===== src/rtl/qsim_pkg.sv =====
// qsim_pkg: shared definitions for the state-vector transfer path.
//   - default widths for amplitude data, local state address and PE index
//   - global off-chip address width ({PE index, local address})
//   - transfer sequencer state encoding
package qsim_pkg;

  localparam int DEF_DATA_WIDTH       = 32;
  localparam int DEF_STATE_ADDR_WIDTH = 16;
  localparam int DEF_PE_NUM_WIDTH     = 2;
  localparam int GLOBAL_ADDR_WIDTH    = DEF_PE_NUM_WIDTH + DEF_STATE_ADDR_WIDTH;

  typedef enum logic [2:0] {
    ST_IDLE   = 3'd0,
    ST_LOAD   = 3'd1,
    ST_UNLOAD = 3'd2,
    ST_FLUSH  = 3'd3,
    ST_DONE   = 3'd4
  } xfer_state_e;

endpackage


===== src/rtl/xfer_fifo.sv =====
// xfer_fifo: synchronous show-ahead FIFO buffering unload data.
// Ports:
//   clk, rst        clock, synchronous active-high reset (clears storage too,
//                   so rd_data reads 0 after reset)
//   push, wr_data   write side; a push while full is accepted only with a pop
//   pop, rd_data    read side; rd_data is the head entry, pop ignored if empty
//   full, empty     occupancy flags
//   count           number of stored entries (0..DEPTH)
module xfer_fifo #(
  parameter int WIDTH = 64,
  parameter int DEPTH = 4
) (
  input  logic                       clk,
  input  logic                       rst,
  input  logic                       push,
  input  logic [WIDTH-1:0]           wr_data,
  input  logic                       pop,
  output logic [WIDTH-1:0]           rd_data,
  output logic                       full,
  output logic                       empty,
  output logic [$clog2(DEPTH):0]     count
);

  localparam int AW = $clog2(DEPTH);

  logic [WIDTH-1:0] mem [DEPTH];
  logic [AW-1:0]    wptr;
  logic [AW-1:0]    rptr;
  logic [AW:0]      cnt;
  logic             do_push;
  logic             do_pop;

  assign empty   = (cnt == '0);
  assign full    = (cnt == (AW+1)'(DEPTH));
  assign count   = cnt;
  assign rd_data = mem[rptr];

  assign do_pop  = pop & ~empty;
  assign do_push = push & (~full | do_pop);

  always_ff @(posedge clk) begin
    if (rst) begin
      wptr <= '0;
      rptr <= '0;
      cnt  <= '0;
      for (int i = 0; i < DEPTH; i++) mem[i] <= '0;
    end else begin
      if (do_push) begin
        mem[wptr] <= wr_data;
        wptr      <= wptr + AW'(1);
      end
      if (do_pop) rptr <= rptr + AW'(1);
      case ({do_push, do_pop})
        2'b10:   cnt <= cnt + (AW+1)'(1);
        2'b01:   cnt <= cnt - (AW+1)'(1);
        default: cnt <= cnt;
      endcase
    end
  end

endmodule


===== src/rtl/state_xfer_ctrl.sv =====
// state_xfer_ctrl: moves amplitudes between a host stream and the per-PE
// state memories through the broadcast off-chip port (port A of every LSU).
// Ports:
//   clk, rst                    clock, synchronous active-high reset
//   i_start/i_dir/i_base_addr/i_count  command (dir 0 = load, 1 = unload)
//   o_busy, o_done              status; o_done is a one-cycle pulse
//   i_s_valid/o_s_ready/i_s_data       load stream in
//   o_m_valid/i_m_ready/o_m_data       unload stream out
//   o_state_ram_off_chip_*      off-chip port: en, we, global addr, write data
//   i_pe_rd_data                port-A read data of all PEs, PE k at k*SDW
//
// state     | meaning
// ----------+-----------------------------------------------------------
// ST_IDLE   | waiting for i_start
// ST_LOAD   | accepting stream beats, one port write per accepted beat
// ST_UNLOAD | issuing port reads while FIFO credit remains
// ST_FLUSH  | all reads issued; draining in-flight reads and the FIFO
// ST_DONE   | one-cycle completion pulse
module state_xfer_ctrl
  import qsim_pkg::*;
#(
  parameter int DATA_WIDTH       = DEF_DATA_WIDTH,
  parameter int STATE_DATA_WIDTH = DATA_WIDTH * 2,
  parameter int STATE_ADDR_WIDTH = DEF_STATE_ADDR_WIDTH,
  parameter int PE_NUM_WIDTH     = DEF_PE_NUM_WIDTH,
  parameter int FIFO_DEPTH       = 4
) (
  input  logic                                       clk,
  input  logic                                       rst,
  input  logic                                       i_start,
  input  logic                                       i_dir,
  input  logic [PE_NUM_WIDTH+STATE_ADDR_WIDTH-1:0]   i_base_addr,
  input  logic [PE_NUM_WIDTH+STATE_ADDR_WIDTH:0]     i_count,
  output logic                                       o_busy,
  output logic                                       o_done,
  input  logic                                       i_s_valid,
  output logic                                       o_s_ready,
  input  logic [STATE_DATA_WIDTH-1:0]                i_s_data,
  output logic                                       o_m_valid,
  input  logic                                       i_m_ready,
  output logic [STATE_DATA_WIDTH-1:0]                o_m_data,
  output logic                                       o_state_ram_off_chip_en,
  output logic                                       o_state_ram_off_chip_we,
  output logic [PE_NUM_WIDTH+STATE_ADDR_WIDTH-1:0]   o_state_ram_off_chip_addr,
  output logic [STATE_DATA_WIDTH-1:0]                o_state_ram_off_chip_data,
  input  logic [(STATE_DATA_WIDTH<<PE_NUM_WIDTH)-1:0] i_pe_rd_data
);

  localparam int GAW = PE_NUM_WIDTH + STATE_ADDR_WIDTH;
  localparam int CW  = GAW + 1;
  localparam int FCW = $clog2(FIFO_DEPTH) + 1;

  xfer_state_e           state;
  logic [GAW-1:0]        addr_q;
  logic [CW-1:0]         rem_q;
  logic                  en_q;
  logic                  we_q;
  logic [GAW-1:0]        port_addr_q;
  logic [STATE_DATA_WIDTH-1:0] port_data_q;
  logic                  rd_vld_q;
  logic [PE_NUM_WIDTH-1:0] rd_pe_q;

  logic                  fifo_pop;
  logic                  fifo_full;
  logic                  fifo_empty;
  logic [FCW-1:0]        fifo_count;
  logic [STATE_DATA_WIDTH-1:0] rd_word;

  logic                  rd_issued;
  logic [1:0]            inflight;
  logic [FCW:0]          credit_sum;
  logic                  credit_ok;
  logic                  s_accept;

  assign o_busy    = (state != ST_IDLE);
  assign o_done    = (state == ST_DONE);
  assign o_s_ready = (state == ST_LOAD) && (rem_q != '0);
  assign s_accept  = i_s_valid & o_s_ready;

  assign o_state_ram_off_chip_en   = en_q;
  assign o_state_ram_off_chip_we   = we_q;
  assign o_state_ram_off_chip_addr = port_addr_q;
  assign o_state_ram_off_chip_data = port_data_q;

  // A read is in flight from the cycle it sits on the port until its data is
  // pushed one cycle later, so the in-flight count falls out of two flops.
  assign rd_issued  = en_q & ~we_q;
  assign inflight   = {1'b0, rd_issued} + {1'b0, rd_vld_q};
  // Pops in the current cycle are ignored: conservative, still 1 word/cycle.
  assign credit_sum = {1'b0, fifo_count} + {{(FCW-1){1'b0}}, inflight};
  assign credit_ok  = credit_sum < (FCW+1)'(FIFO_DEPTH);

  assign rd_word  = i_pe_rd_data[rd_pe_q*STATE_DATA_WIDTH +: STATE_DATA_WIDTH];
  assign fifo_pop = o_m_valid & i_m_ready;
  assign o_m_valid = ~fifo_empty;

  xfer_fifo #(
    .WIDTH (STATE_DATA_WIDTH),
    .DEPTH (FIFO_DEPTH)
  ) u_fifo (
    .clk     (clk),
    .rst     (rst),
    .push    (rd_vld_q),
    .wr_data (rd_word),
    .pop     (fifo_pop),
    .rd_data (o_m_data),
    .full    (fifo_full),
    .empty   (fifo_empty),
    .count   (fifo_count)
  );

  always_ff @(posedge clk) begin
    if (rst) begin
      state       <= ST_IDLE;
      addr_q      <= '0;
      rem_q       <= '0;
      en_q        <= 1'b0;
      we_q        <= 1'b0;
      port_addr_q <= '0;
      port_data_q <= '0;
      rd_vld_q    <= 1'b0;
      rd_pe_q     <= '0;
    end else begin
      // The PE field travels with the read so the return mux matches it.
      rd_vld_q <= rd_issued;
      rd_pe_q  <= port_addr_q[GAW-1 -: PE_NUM_WIDTH];
      en_q     <= 1'b0;
      we_q     <= 1'b0;
      case (state)
        ST_IDLE: begin
          if (i_start) begin
            addr_q <= i_base_addr;
            rem_q  <= i_count;
            if (i_count == '0) begin
              state <= ST_DONE;
            end else if (!i_dir) begin
              state <= ST_LOAD;
            end else begin
              // First read goes out straight from the command so it hits the
              // port in the first UNLOAD cycle; FIFO is empty here.
              state       <= ST_UNLOAD;
              en_q        <= 1'b1;
              port_addr_q <= i_base_addr;
              addr_q      <= i_base_addr + GAW'(1);
              rem_q       <= i_count - CW'(1);
            end
          end
        end
        ST_LOAD: begin
          if (s_accept) begin
            en_q        <= 1'b1;
            we_q        <= 1'b1;
            port_addr_q <= addr_q;
            port_data_q <= i_s_data;
            addr_q      <= addr_q + GAW'(1);
            rem_q       <= rem_q - CW'(1);
            if (rem_q == CW'(1)) state <= ST_DONE;
          end
        end
        ST_UNLOAD: begin
          if (rem_q == '0) begin
            state <= ST_FLUSH;
          end else if (credit_ok) begin
            en_q        <= 1'b1;
            port_addr_q <= addr_q;
            addr_q      <= addr_q + GAW'(1);
            rem_q       <= rem_q - CW'(1);
            if (rem_q == CW'(1)) state <= ST_FLUSH;
          end
        end
        ST_FLUSH: begin
          if (inflight == 2'd0 &&
              (fifo_empty || (fifo_count == FCW'(1) && fifo_pop)))
            state <= ST_DONE;
        end
        ST_DONE:  state <= ST_IDLE;
        default:  state <= ST_IDLE;
      endcase
    end
  end

endmodule


===== config.mk =====
export PLATFORM = sky130hd
export DESIGN_NAME = state_xfer_ctrl
export DESIGN_NICKNAME = d
export VERILOG_FILES = /design/src/rtl/qsim_pkg.sv /design/src/rtl/xfer_fifo.sv /design/src/rtl/state_xfer_ctrl.sv
export SDC_FILE = /design/constraint.sdc
export NUM_CORES = 1
export LEC_CHECK = 0
export BUFFER_PORTS_ARGS = -buffer_cell sky130_fd_sc_hd__buf_2
export CORE_UTILIZATION = 35
export DETAILED_ROUTE_END_ITERATION = 10
export HOLD_SLACK_MARGIN = 0.12
export SETUP_SLACK_MARGIN = 0.05
export SYNTH_ARGS = -nofsm -noshare
export SYNTH_HDL_FRONTEND = slang
export SYNTH_SLANG_ARGS = --single-unit

===== constraint.sdc =====
create_clock -name clk -period 8.9 [get_ports clk]
set_input_delay 1.78 -clock clk [delete_from_list [all_inputs] [get_ports clk]]
set_output_delay 1.78 -clock clk [all_outputs]
set_load 0.005 [all_outputs]

Word-level counts from Yosys, hierarchy flattened
Memories as Yosys holds them, arrays and structs flattened. A register that Yosys moved wholly into a read port is not among the register bits.
Index checks and enable logic that the tools add are counted.
W data, S select, Z words.
{"block": "classes", "n_addsub": 10, "n_mul": 0, "div_mod_pow": 0, "n_lt_le_gt_ge": 1, "eq_ne": 19, "n_shift": 1, "muxes": 49, "bitwise_logic": 10, "n_reduce_logical": 19}
{"operator": "$shiftx A256 B9 Y64", "n": 1}
{"operator": "$mux W18", "n": 12}
{"operator": "$mux W19", "n": 6}
{"operator": "$pmux W18 S3", "n": 2}
{"operator": "$mux W64", "n": 1}
{"operator": "$reduce_or A64 Y1", "n": 1}
{"operator": "$pmux W19 S3", "n": 1}
{"operator": "$logic_not A19 Y1", "n": 2}
{"operator": "$sub A19 B1 Y19 const B", "n": 2}
{"operator": "$add A18 B1 Y18 const B", "n": 2}
{"operator": "$mux W3", "n": 8}
{"operator": "$eq A19 B1 Y1 const B", "n": 1}
{"operator": "$reduce_bool A19 Y1", "n": 1}
{"operator": "$ne A2 B2 Y1 const B", "n": 7}
{"operator": "$mux W1", "n": 12}
{"operator": "$pmux W3 S4", "n": 1}
{"operator": "$mux W2", "n": 4}
{"operator": "$reduce_and A7 Y1", "n": 1}
{"operator": "$eq A3 B1 Y1 const B", "n": 2}
{"operator": "$eq A3 B2 Y1 const B", "n": 2}
{"operator": "$eq A3 B3 Y1 const B", "n": 2}
{"operator": "$logic_not A3 Y1", "n": 2}
{"operator": "$ne A3 B3 Y1 const B", "n": 2}
{"operator": "$pmux W3 S2", "n": 1}
{"operator": "22 further kinds", "n": 33}
{"block": "totals", "regBits": 134, "latchBits": 0, "ramBits": 256, "mem_bits_ro": 0, "mem_count": 1}
{"memory": "u_fifo.mem", "words": 4, "width": 64, "read_ports": 1, "rd_ports_with_merged_regs": 1, "write_ports": 4, "line_no": "xfer_fifo.sv:26", "rtl": "logic [WIDTH-1:0] mem [DEPTH];"}

Longest topological paths before layout
Gate-level depths: netlist of the first run.
{"block": "depth", "word_depth": 11, "depth_mapped": 12, "depth_no_buf": 10}

Modules after synthesis
Synthesis of the first run repeated with hierarchy kept, for this count alone.
{"block": "hier_totals", "cells_unflattened": 1643, "hier_area_um2": 19852.8}
{"mod": "xfer_fifo", "n_inst": 1, "cells_each": 674, "area_per_inst_um2": 11456.0}
{"mod": "state_xfer_ctrl", "n_inst": 1, "cells_each": 969, "area_per_inst_um2": 8396.8}

Worst setup path after synthesis of the first run
OpenSTA, ideal clock, no wires.
{"block": "synth_path", "kind": "input to register", "from": "in i_m_ready", "to": "mem u_fifo.mem[1][0], enable pin", "t_arrival_ns": 6.548, "t_required_ns": 8.326, "slack_ns": 1.778, "cell_stages": 3, "n_path_buf": 0, "cell_sequence": "o21a_1 > inv_1 > o21ai_0"}
{"item": "start, declared", "line_no": "state_xfer_ctrl.sv:40", "rtl": "input logic i_m_ready,"}
{"item": "end, declared", "line_no": "xfer_fifo.sv:26"}

Worst setup path in the final report of the first run
{"block": "layout_path", "from": "reg rem_q[0]", "to": "out o_s_ready"}
{"block": "layout_via", "elab_chain_cells": 2}
{"item": "start, declared", "line_no": "state_xfer_ctrl.sv:55", "rtl": "logic [CW-1:0] rem_q;"}
{"item": "start signal, assigned", "line_no": "state_xfer_ctrl.sv:133", "rtl": "rem_q <= i_count;"}
{"item": "start signal, assigned", "line_no": "state_xfer_ctrl.sv:145", "rtl": "rem_q <= i_count - CW'(1);"}
{"item": "start signal, assigned", "line_no": "state_xfer_ctrl.sv:156", "rtl": "rem_q <= rem_q - CW'(1);"}
{"item": "$reduce_bool A19 Y1", "line_no": "state_xfer_ctrl.sv:77", "rtl": "assign o_s_ready = (state == ST_LOAD) && (rem_q != '0);"}
{"item": "$logic_and A1 B1 Y1", "line_no": "state_xfer_ctrl.sv:77"}
{"item": "end, declared", "line_no": "state_xfer_ctrl.sv:37", "rtl": "output logic o_s_ready,"}
No other way between the ends.

==> impl_metrics.toml, run 1 <==
[drt]
via_count = 15100
viasPerCell = 5.24
drtAntennaViolNets = 0
drt-initial-drc-count = 919
first_pass_iters = 5
routed_wl_mm = 57.2
wl_per_cell_um = 19.9
remaining_drc_errors = 0

[yosys]
mappedNetlistArea_mm2 = 0.0192
synth-seq-cells = 392
synth_ff_type = "edfxtp_1"
ys_async_sr_fraction = 0
synth_cell_types = 63
yosys_warnings = 0
synthCells = 1686
synth_fp_nets = 2063
synth_edf_count = 256
yosysSeqAreaShare = 0.544
avgSynthCellArea_um2 = 11.4

[status]
outcome = "finished clean"

[global_routing]
grt-ovfl-total = 0
grt_max_degree = 70
first_global_vias = 15200
antenna_found_initial = 10
grt_pass1_wl_mm = 86.4
grt_usage = 0.202

[power]
p_int_uw = 4060
power.share.clock = 0.297
p_leak_uw = 0.00955
combPwrFrac = 0.311
p_sw_frac = 0.334
irDropWorstVdd_uv = 237
pwr-share-seq = 0.392
p_switching_uw = 2040
p_per_area_mw_per_mm2 = 256
finalPower_uw = 6100

[timing]
clock_skew_ns = 0.0235
finalMaxSlewViolations = 0
rsz0062_at_grt = "no"
setup_tns_ns = 0
setup_viol_count_final = 0
tightest_slew_ns = 1.17
max_slew_margin = 0.221
finalHoldViolCount = 0
max_freq_ghz = 0.213
period_minus_slack_ns = 4.70
period_share = 0.529

[finish]
nFillCells = 5104
syn_to_final_growth_pct = 24.2
layout_common_cells = "513 x buf_2, 277 x nand2_1, 256 x edfxtp_1, 189 x nor2_1, 132 x dfxtp_1"
finalNonFillerCells = 2879
drive_gt1_frac = 0.346
final_common_cell = "buf_2"
fin_nets = 2525

[setup_path]
endpoint_kind = "output pin"
cp.required_ns = 7.12
r2r-start = "o_state_ram_off_chip_we"
crit_buf_inv = 2
cp-start-kind = "flop"
worst-setup-path-type = "reg2out"
crit_chain = "inv_1, ha_1, nor4b_1, nand3_1, nor2_1, nor3_1, buf_2"
cp.arrival_ns = 2.92
cp_top_family = "simple AND/OR/NAND/NOR gates"
critPathLaunch = "rem_q[0]"
cp_max_fo = 5
crit_slowest_cell = "nor2_1"
critPathMaxStageDelay_ns = 0.57

[floorplan]
dieArea_mm2 = 0.0557
die_h_um = 236
num_io_pins = 515
die_w_um = 236
coreArea_mm2 = 0.0539
num_rows = 85
start_util = 0.355

[worst_hold_path]
hold_start = "o_state_ram_off_chip_data[42]"
hold_path.class = "reg2reg"

[placed_design]
place_inst = 2799
place_congestion = 0.856
portBuffers = 514
dp_hpwl_mm = 37.7

[clocking]
post_cts_buffers = 0
clock_latency_ns = 0.57
cts_tree = "built"
htree_levels = 2
cts_buffers = 43
cts-root-buf = "clkbuf_16"
clk_pin_slew_worst_paths_ns = 0.06
cts.path.max_buffers = 3
post_cts_resized = 0
cts_sinks = 392
hold_buffers = 0

[flow_run]
cap_violations = 0
## per-layer routing
layer / routed length [µm] / GRT usage
met4: 1320 / 0.0600
met3: 4330 / 0.0484
met1: 23100 / 0.249
met5: 20 / 0
met2: 28400 / 0.349
## power groups by stage
stage	Sequential (µW)	Clock (µW)	Combinational (µW)
final	2390	1810	1890
after floorplan	2330	0	1290
after global placement	2420	0	1880
after global routing	2430	1930	2070
after detailed placement	2430	0	1890
after CTS	2390	1860	1900
## stage by stage
stage / hold WS, ns / utilization / setup WS (ns) / instance area, µm²
finish: 0.453 / 0.441 / 4.20 / 23800
floorplan: 0.453 / - / 1.78 / 19200
detailed placement: 0.444 / 0.415 / 4.22 / 22400
global route: 0.472 / 0.441 / 3.98 / 23800
global placement: 0.440 / 0.415 / 4.21 / 22400
CTS: 0.452 / 0.441 / 4.13 / 23800
## Yosys cell counts, drive strengths merged (20+ instances only)
cell    count  area, µm²
xor2       20        175
o21ai      37        189
mux4      128       2880
clkbuf     82        308
nor2      190        713
and2       68        425
buf        32        164
dfxtp     136       2720
a21oi     109        546
a311oi     20        175
nand2     279       1050
edfxtp    256       7690
nor3       26        135
inv        89        334
## flip-flops by register name, summed over array words and instances, names as in the netlist, named ones only
| signal | count |
|---|---|
| u_fifo.count | 3 |
| addr_q | 18 |
| o_state_ram_off_chip_addr | 18 |
| rd_vld_q | 1 |
| rd_pe_q | 2 |
| u_fifo.mem | 256 |
| state | 3 |
| o_state_ram_off_chip_data | 64 |
| u_fifo.rptr | 2 |
| o_state_ram_off_chip_we | 1 |
| u_fifo.wptr | 2 |
| o_state_ram_off_chip_en | 1 |
| rem_q | 19 |
## final cells by class
| class | instances | area [µm²] | share of cell area |
|---|---|---|---|
| clock inverter | 18 | 219 | 0.00921 |
| clock buffer | 56 | 1190 | 0.0499 |
| timing repair buffer | 531 | 2700 | 0.114 |
| antenna | 6 | 15.0 | 0.000631 |
| sequential | 392 | 10400 | 0.438 |
| inverter | 89 | 334 | 0.0140 |
| multi-input combinational | 1091 | 8030 | 0.338 |
| tap | 696 | 871 | 0.0366 |
## worst min-delay path: cells and delay by family, from the launching register on
| family | cells | cell delay, ns |
|---|---|---|
| AND/OR/NAND/NOR | 1 | 0.05 |
| AO/OA/AOI/OAI | 1 | 0.05 |
| flip-flops | 1 | 0.31 |
## worst paths after layout
| path | endpoint | slack (ns) | cells past startpoint |
|---|---|---|---|
| hold / removal | o_state_ram_off_chip_data[42] | 0.45 | 2 |
| setup reg to reg | rem_q[15] | 5.26 | 10 |
| hold reg to reg | o_state_ram_off_chip_data[42] | 0.45 | 2 |
| setup / recovery | o_s_ready | 4.20 | 7 |
## cell families (layout without fill, tap and decap cells)
kind of cell	count (synthesis)	after routing	share of synthesized area
xor+xnor	37	37	0.0169
fa+ha+maj	14	14	0.00915
simple gates	660	660	0.155
buf+inv	203	694	0.0421
mux	134	134	0.154
flops	392	392	0.544
compound gates	246	246	0.0791
other cells	0	6	0
No activity file was read; power rests on OpenSTA's default activity.
==> run 2, diff against run 1 <==
Clock period 8.9 ns to 4.24 ns, I/O delays scaled along.
==> run 2 against run 1 <==
  * Clock skew fell by 0.012 ns
  * Final cell count increased by 0.45%
  * Die area stayed put
  * Sequential power grew 110%
  * Wire length shrank 0.21%
  * Hold slack got worse by 0.0039 ns
  * Sequential cell count did not move
  * Critical path type unchanged
  * Count of clock-buffer cells in the layout increased by 5
  * First-iteration DRC count fell by 6.3%
  * Worst setup slack got worse by 3.5 ns
==> impl_metrics.toml, run 2 (same netlist as run 1, synthesis figures left out) <==
[floorplan]
num_io_pins = 515
start_util = 0.355
dieArea_mm2 = 0.0557
coreArea_mm2 = 0.0539
die_w_um = 236
die_h_um = 236
num_rows = 85

[setup_path]
cp-start-kind = "flop"
endpoint_kind = "output pin"
critPathMaxStageDelay_ns = 0.46
reg2reg_to = "addr_q[8]"
worst-setup-path-type = "reg2out"
cp.arrival_ns = 2.69
crit_chain = "inv_1, ha_1, nor4b_1, nand3_1, nor2_1, nor3_1, buf_2"
cp.required_ns = 3.39
critPathCapture = "o_s_ready"
reg2reg_depth = 8
critPathLaunch = "rem_q[0]"
cp_max_fo = 5
crit_slowest_cell = "nor4b_1"
r2r_slack_ns = 0.90
r2r-start = "rem_q[0]"

[global_routing]
grt_usage = 0.201
grt_max_degree = 84
met3_usage = 0.0453
antenna_found_initial = 4
busiest_layer = "met2"
first_global_vias = 15300
met2_usage = 0.350
met1_usage = 0.250
grt_pass1_wl_mm = 86.5
grt-ovfl-total = 0

[drt]
drt-initial-drc-count = 861
routed_wl_mm = 57.1
viasPerCell = 5.24
first_pass_iters = 7
wl_per_cell_um = 19.7
via_count = 15100
remaining_drc_errors = 0
drtAntennaViolNets = 0

[timing]
tightest_slew_ns = 1.18
period_share = 0.834
setup_tns_ns = 0
rsz0062_at_grt = "no"
setup_viol_count_final = 0
max_freq_ghz = 0.283
finalMaxSlewViolations = 0
max_slew_margin = 0.215
finalHoldViolCount = 0
clock_skew_ns = 0.0114
period_minus_slack_ns = 3.54

[clocking]
cts_tree = "built"
clk_pin_slew_worst_paths_ns = 0.06
clock_latency_ns = 0.56
hold_buffers = 0
cts_buffers = 44
post_cts_buffers = 0
cts.path.max_buffers = 3
post_cts_resized = 0
htree_levels = 2
cts-root-buf = "clkbuf_16"
cts_sinks = 392

[placed_design]
place_congestion = 0.864
place_inst = 2806
dp_hpwl_mm = 37.3
portBuffers = 514

[power]
irDropWorstVdd_uv = 336
p_leak_uw = 0.00964
p_per_area_mw_per_mm2 = 536
finalPower_uw = 12800

[finish]
fin_nets = 2533
layout_common_cells = "513 x buf_2, 277 x nand2_1, 256 x edfxtp_1, 189 x nor2_1, 132 x dfxtp_1"
final_common_cell = "buf_2"
drive_gt1_frac = 0.349
post-route-util = 0.444
nFillCells = 5033
finalNonFillerCells = 2892
largest_register_ffs = 256
regMostFlops = "u_fifo.mem"
syn_to_final_growth_pct = 25.0

[status]
outcome = "finished clean"

[flow_run]
cap_violations = 0

[worst_hold_path]
hold_path.class = "reg2reg"
## run 2: per-layer routing
| layer | share of wire | wire length, µm |
|---|---|---|
| met5 | 0.00014 | 8 |
| met4 | 0.020 | 1160 |
| met3 | 0.077 | 4370 |
| met2 | 0.50 | 28400 |
| met1 | 0.40 | 23100 |
## run 2: area by class of cell
| cell class | instances | area [µm²] | share of cell area |
|---|---|---|---|
| Clock inverter | 21 | 188 | 0.00784 |
| Antenna cell | 4 | 10.0 | 0.000418 |
| Tap cell | 696 | 871 | 0.0364 |
| Clock buffer | 61 | 1240 | 0.0519 |
| Sequential cell | 392 | 10400 | 0.436 |
| Inverter | 89 | 334 | 0.0140 |
| Timing Repair Buffer | 538 | 2840 | 0.119 |
| Multi-Input combinational cell | 1091 | 8020 | 0.335 |
## run 2: how the worst min path moves through the flow
stage / from / end / cells after the start
4_1_cts: o_state_ram_off_chip_data[14] / o_state_ram_off_chip_data[14] / 2
5_1_grt: o_state_ram_off_chip_data[30] / o_state_ram_off_chip_data[30] / 2
3_5_place_dp: o_state_ram_off_chip_data[14] / o_state_ram_off_chip_data[14] / 2
6_report: o_state_ram_off_chip_data[14] / o_state_ram_off_chip_data[14] / 2
3_3_place_gp: o_state_ram_off_chip_data[17] / o_state_ram_off_chip_data[17] / 2
2_1_floorplan: o_state_ram_off_chip_data[0] / o_state_ram_off_chip_data[0] / 2
## run 2: per-stage QoR
stage / area (µm²) / hold WS, ns / setup slack (ns)
6_report: 23900 / 0.449 / 0.704
5_1_grt: 23900 / 0.472 / 0.468
4_1_cts: 23900 / 0.454 / 0.689
3_5_place_dp: 22500 / 0.446 / 0.860
3_3_place_gp: 22500 / 0.439 / 0.918
2_1_floorplan: 19200 / 0.453 / -0.223
## run 2: where the power goes
| part | total (µW) | switching (µW) | internal (µW) |
|---|---|---|---|
| clock | 3780 | 1550 | 2230 |
| sequential | 5050 | 473 | 4570 |
| combinational | 4010 | 2290 | 1730 |
## run 2: worst max-delay path: cells and delay by family (launching register included)
family        cells  cell delay, ns
simple gates      4            1.29
flops             1            0.35
buf+inv           2            0.26
fa+ha+maj         1            0.24
==> run 3, diff against run 2 <==
Settings changed: ABC_AREA set to 1.
Clock period 4.24 ns to 3.3 ns, I/O delays scaled along.
==> run 3 against run 2 <==
  * Via count increased by 27%
  * Total power rose by 41%
  * Global-route usage increased by 1.8 points
  * Critical endpoint is now o_m_data[33]
  * Die area increased by 5.1%
  * Non-clock buffer count is 12 higher
  * Sequential cell count stayed put
  * Register-to-register slack got worse by 0.31 ns
  * Critical path depth shrank 3
==> impl_metrics.toml, run 3 <==
[status]
outcome = "finished clean"

[setup_path]
cp_max_fo = 45
reg2reg_depth = 10
cp.arrival_ns = 2.29
endpoint_kind = "output pin"
cp.required_ns = 2.64
cp-start-kind = "flop"
reg2reg_to = "u_fifo.mem[0][62]"
worst-setup-path-type = "reg2out"
r2r_slack_ns = 0.59
r2r-start = "u_fifo.count[0]"

[finish]
nFillCells = 5737
fin_nets = 3320
layout_common_cells = "572 x nor2_1, 514 x buf_2, 445 x nand2_1, 256 x edfxtp_1, 182 x o21ai_0"
post-route-util = 0.440
syn_to_final_growth_pct = 23.5
antenna_cells = 0
regMostFlops = "u_fifo.mem"
drive_gt1_frac = 0.223
final_common_cell = "nor2_1"
largest_register_ffs = 256

[clocking]
clk_pin_slew_worst_paths_ns = 0.06
cts-root-buf = "clkbuf_16"
cts_tree = "built"
clock_latency_ns = 0.59
post_cts_resized = 0
hold_buffers = 0
post_cts_buffers = 0
cts_sinks = 392
cts_buffers = 44
cts.path.max_buffers = 3
htree_levels = 2

[floorplan]
num_rows = 87
dieArea_mm2 = 0.0585
die_h_um = 242
coreArea_mm2 = 0.0566
num_io_pins = 515
start_util = 0.356
die_w_um = 242

[global_routing]
grt_pass1_wl_mm = 102
first_global_vias = 18300
grt_usage = 0.219
grt_max_degree = 92
grt-ovfl-total = 0
antenna_found_initial = 2

[yosys]
synth.largest_area_cell = "edfxtp_1"
synth_top_area_frac = 0.382
post-synth-top-count-cell = "nor2_1"
avgSynthCellArea_um2 = 7.99
synth_fp_nets = 2898
synthCells = 2521
synth_common_cells = "573 x nor2_1, 448 x nand2_1, 256 x edfxtp_1, 184 x o21ai_0, 162 x a21oi_1"
synth_cell_types = 39
yosysSeqAreaShare = 0.517
ys_async_sr_fraction = 0
mappedNetlistArea_mm2 = 0.0201
yosys_warnings = 0
synthTopCellsByArea = "edfxtp_1 38%, dfxtp_1 14%, nor2_1 11%"
synth_ff_type = "edfxtp_1"
synth_edf_count = 256
synth-seq-cells = 392

[worst_hold_path]
hold_start = "i_s_data[48]"
worstHoldEndpoint = "o_state_ram_off_chip_data[48]"
hold_path.class = "in2reg"
min_path_cells = 3

[drt]
drt-initial-drc-count = 1270
viasPerCell = 5.16
first_pass_iters = 6
wl_per_cell_um = 17.9
drtAntennaViolNets = 0
remaining_drc_errors = 0
via_count = 19300
routed_wl_mm = 66.8

[timing]
period_share = 0.895
rsz0062_at_grt = "no"
hold_slack_ns = 0.348
clock_skew_ns = 0.0212
period_minus_slack_ns = 2.95
setup_tns_ns = 0
tightest_slew_ns = 1.10
finalMaxSlewViolations = 0
max_slew_margin = 0.265
finalHoldViolCount = 0
max_freq_ghz = 0.339
setup_viol_count_final = 0

[power]
combPwrFrac = 0.371
p_sw_frac = 0.390
p_per_area_mw_per_mm2 = 729
irDropWorstVdd_uv = 533
pwr-share-seq = 0.357
power.share.clock = 0.272
p_switching_uw = 7070
p_int_uw = 11100
p_leak_uw = 0.0104

[flow_run]
cap_violations = 0

[placed_design]
place_congestion = 0.949
dp_hpwl_mm = 44.7
portBuffers = 514
## run 3: routing by layer
| metal | GRT usage | wire [µm] |
|---|---|---|
| met1 | 0.283 | 28700 |
| met4 | 0.0458 | 1080 |
| met3 | 0.0467 | 4610 |
| met2 | 0.376 | 32300 |
| met5 | 0 | 25 |
## run 3: how the worst max path moves through the flow
stage,from,end,depth (start not counted)
floorplan,u_fifo.count[0],u_fifo.mem[1][0],5
global placement,i_m_ready,u_fifo.mem[0][50],10
detailed placement,i_m_ready,u_fifo.mem[0][50],10
CTS,flop,o_m_data[43],4
global route,flop,o_m_data[7],4
finish,flop,o_m_data[33],4
## run 3: worst max-delay path, stage by stage (launching register included)
cell and delay (ns):
dfxtp_4 0.52, buf_4 0.48, nor2_1 0.11, o22ai_1 0.36, buf_2 0.20
## run 3: cell type report
type / count / area (µm²) / share of cell area
Inverter: 163 / 627 / 0.0252
Sequential cell: 392 / 10400 / 0.419
Timing Repair Buffer: 550 / 2960 / 0.119
Clock buffer: 61 / 1230 / 0.0493
Clock inverter: 21 / 220 / 0.00885
Multi-Input combinational cell: 1792 / 8480 / 0.341
Tap cell: 756 / 946 / 0.0380
## run 3: kinds of logic (layout without fill, tap and decap cells)
group | after synthesis | count (layout) | share of synthesized area
multiplexers | 1 | 1 | 0.000497
AND/OR/NAND/NOR | 1225 | 1225 | 0.246
buffers and inverters | 337 | 795 | 0.0655
flip-flops | 392 | 392 | 0.517
XOR/XNOR | 23 | 23 | 0.0100
AO/OA/AOI/OAI | 529 | 529 | 0.153
adder cells (fa/ha/maj) | 14 | 14 | 0.00870
## run 3: power groups by stage
stage	combinational (µW)	sequential, µW	clock [µW]
floorplan	4430	6400	0
detailed placement	6760	6570	0
global placement	6690	6550	0
finish	6720	6480	4940
global route	7470	6570	5240
CTS	6790	6480	5050
## run 3: stage by stage
step / power (µW) / area (µm²) / instances / setup WS, ns
after detailed placement: 13300 / 23400 / 3653 / 0.453
after global routing: 19300 / 24900 / 3735 / 0.204
after floorplan: 10800 / 20200 / 2521 / -1.01
after CTS: 18300 / 24900 / 3735 / 0.278
after global placement: 13200 / 23400 / 3653 / 0.423
final: 18100 / 24900 / 3735 / 0.347
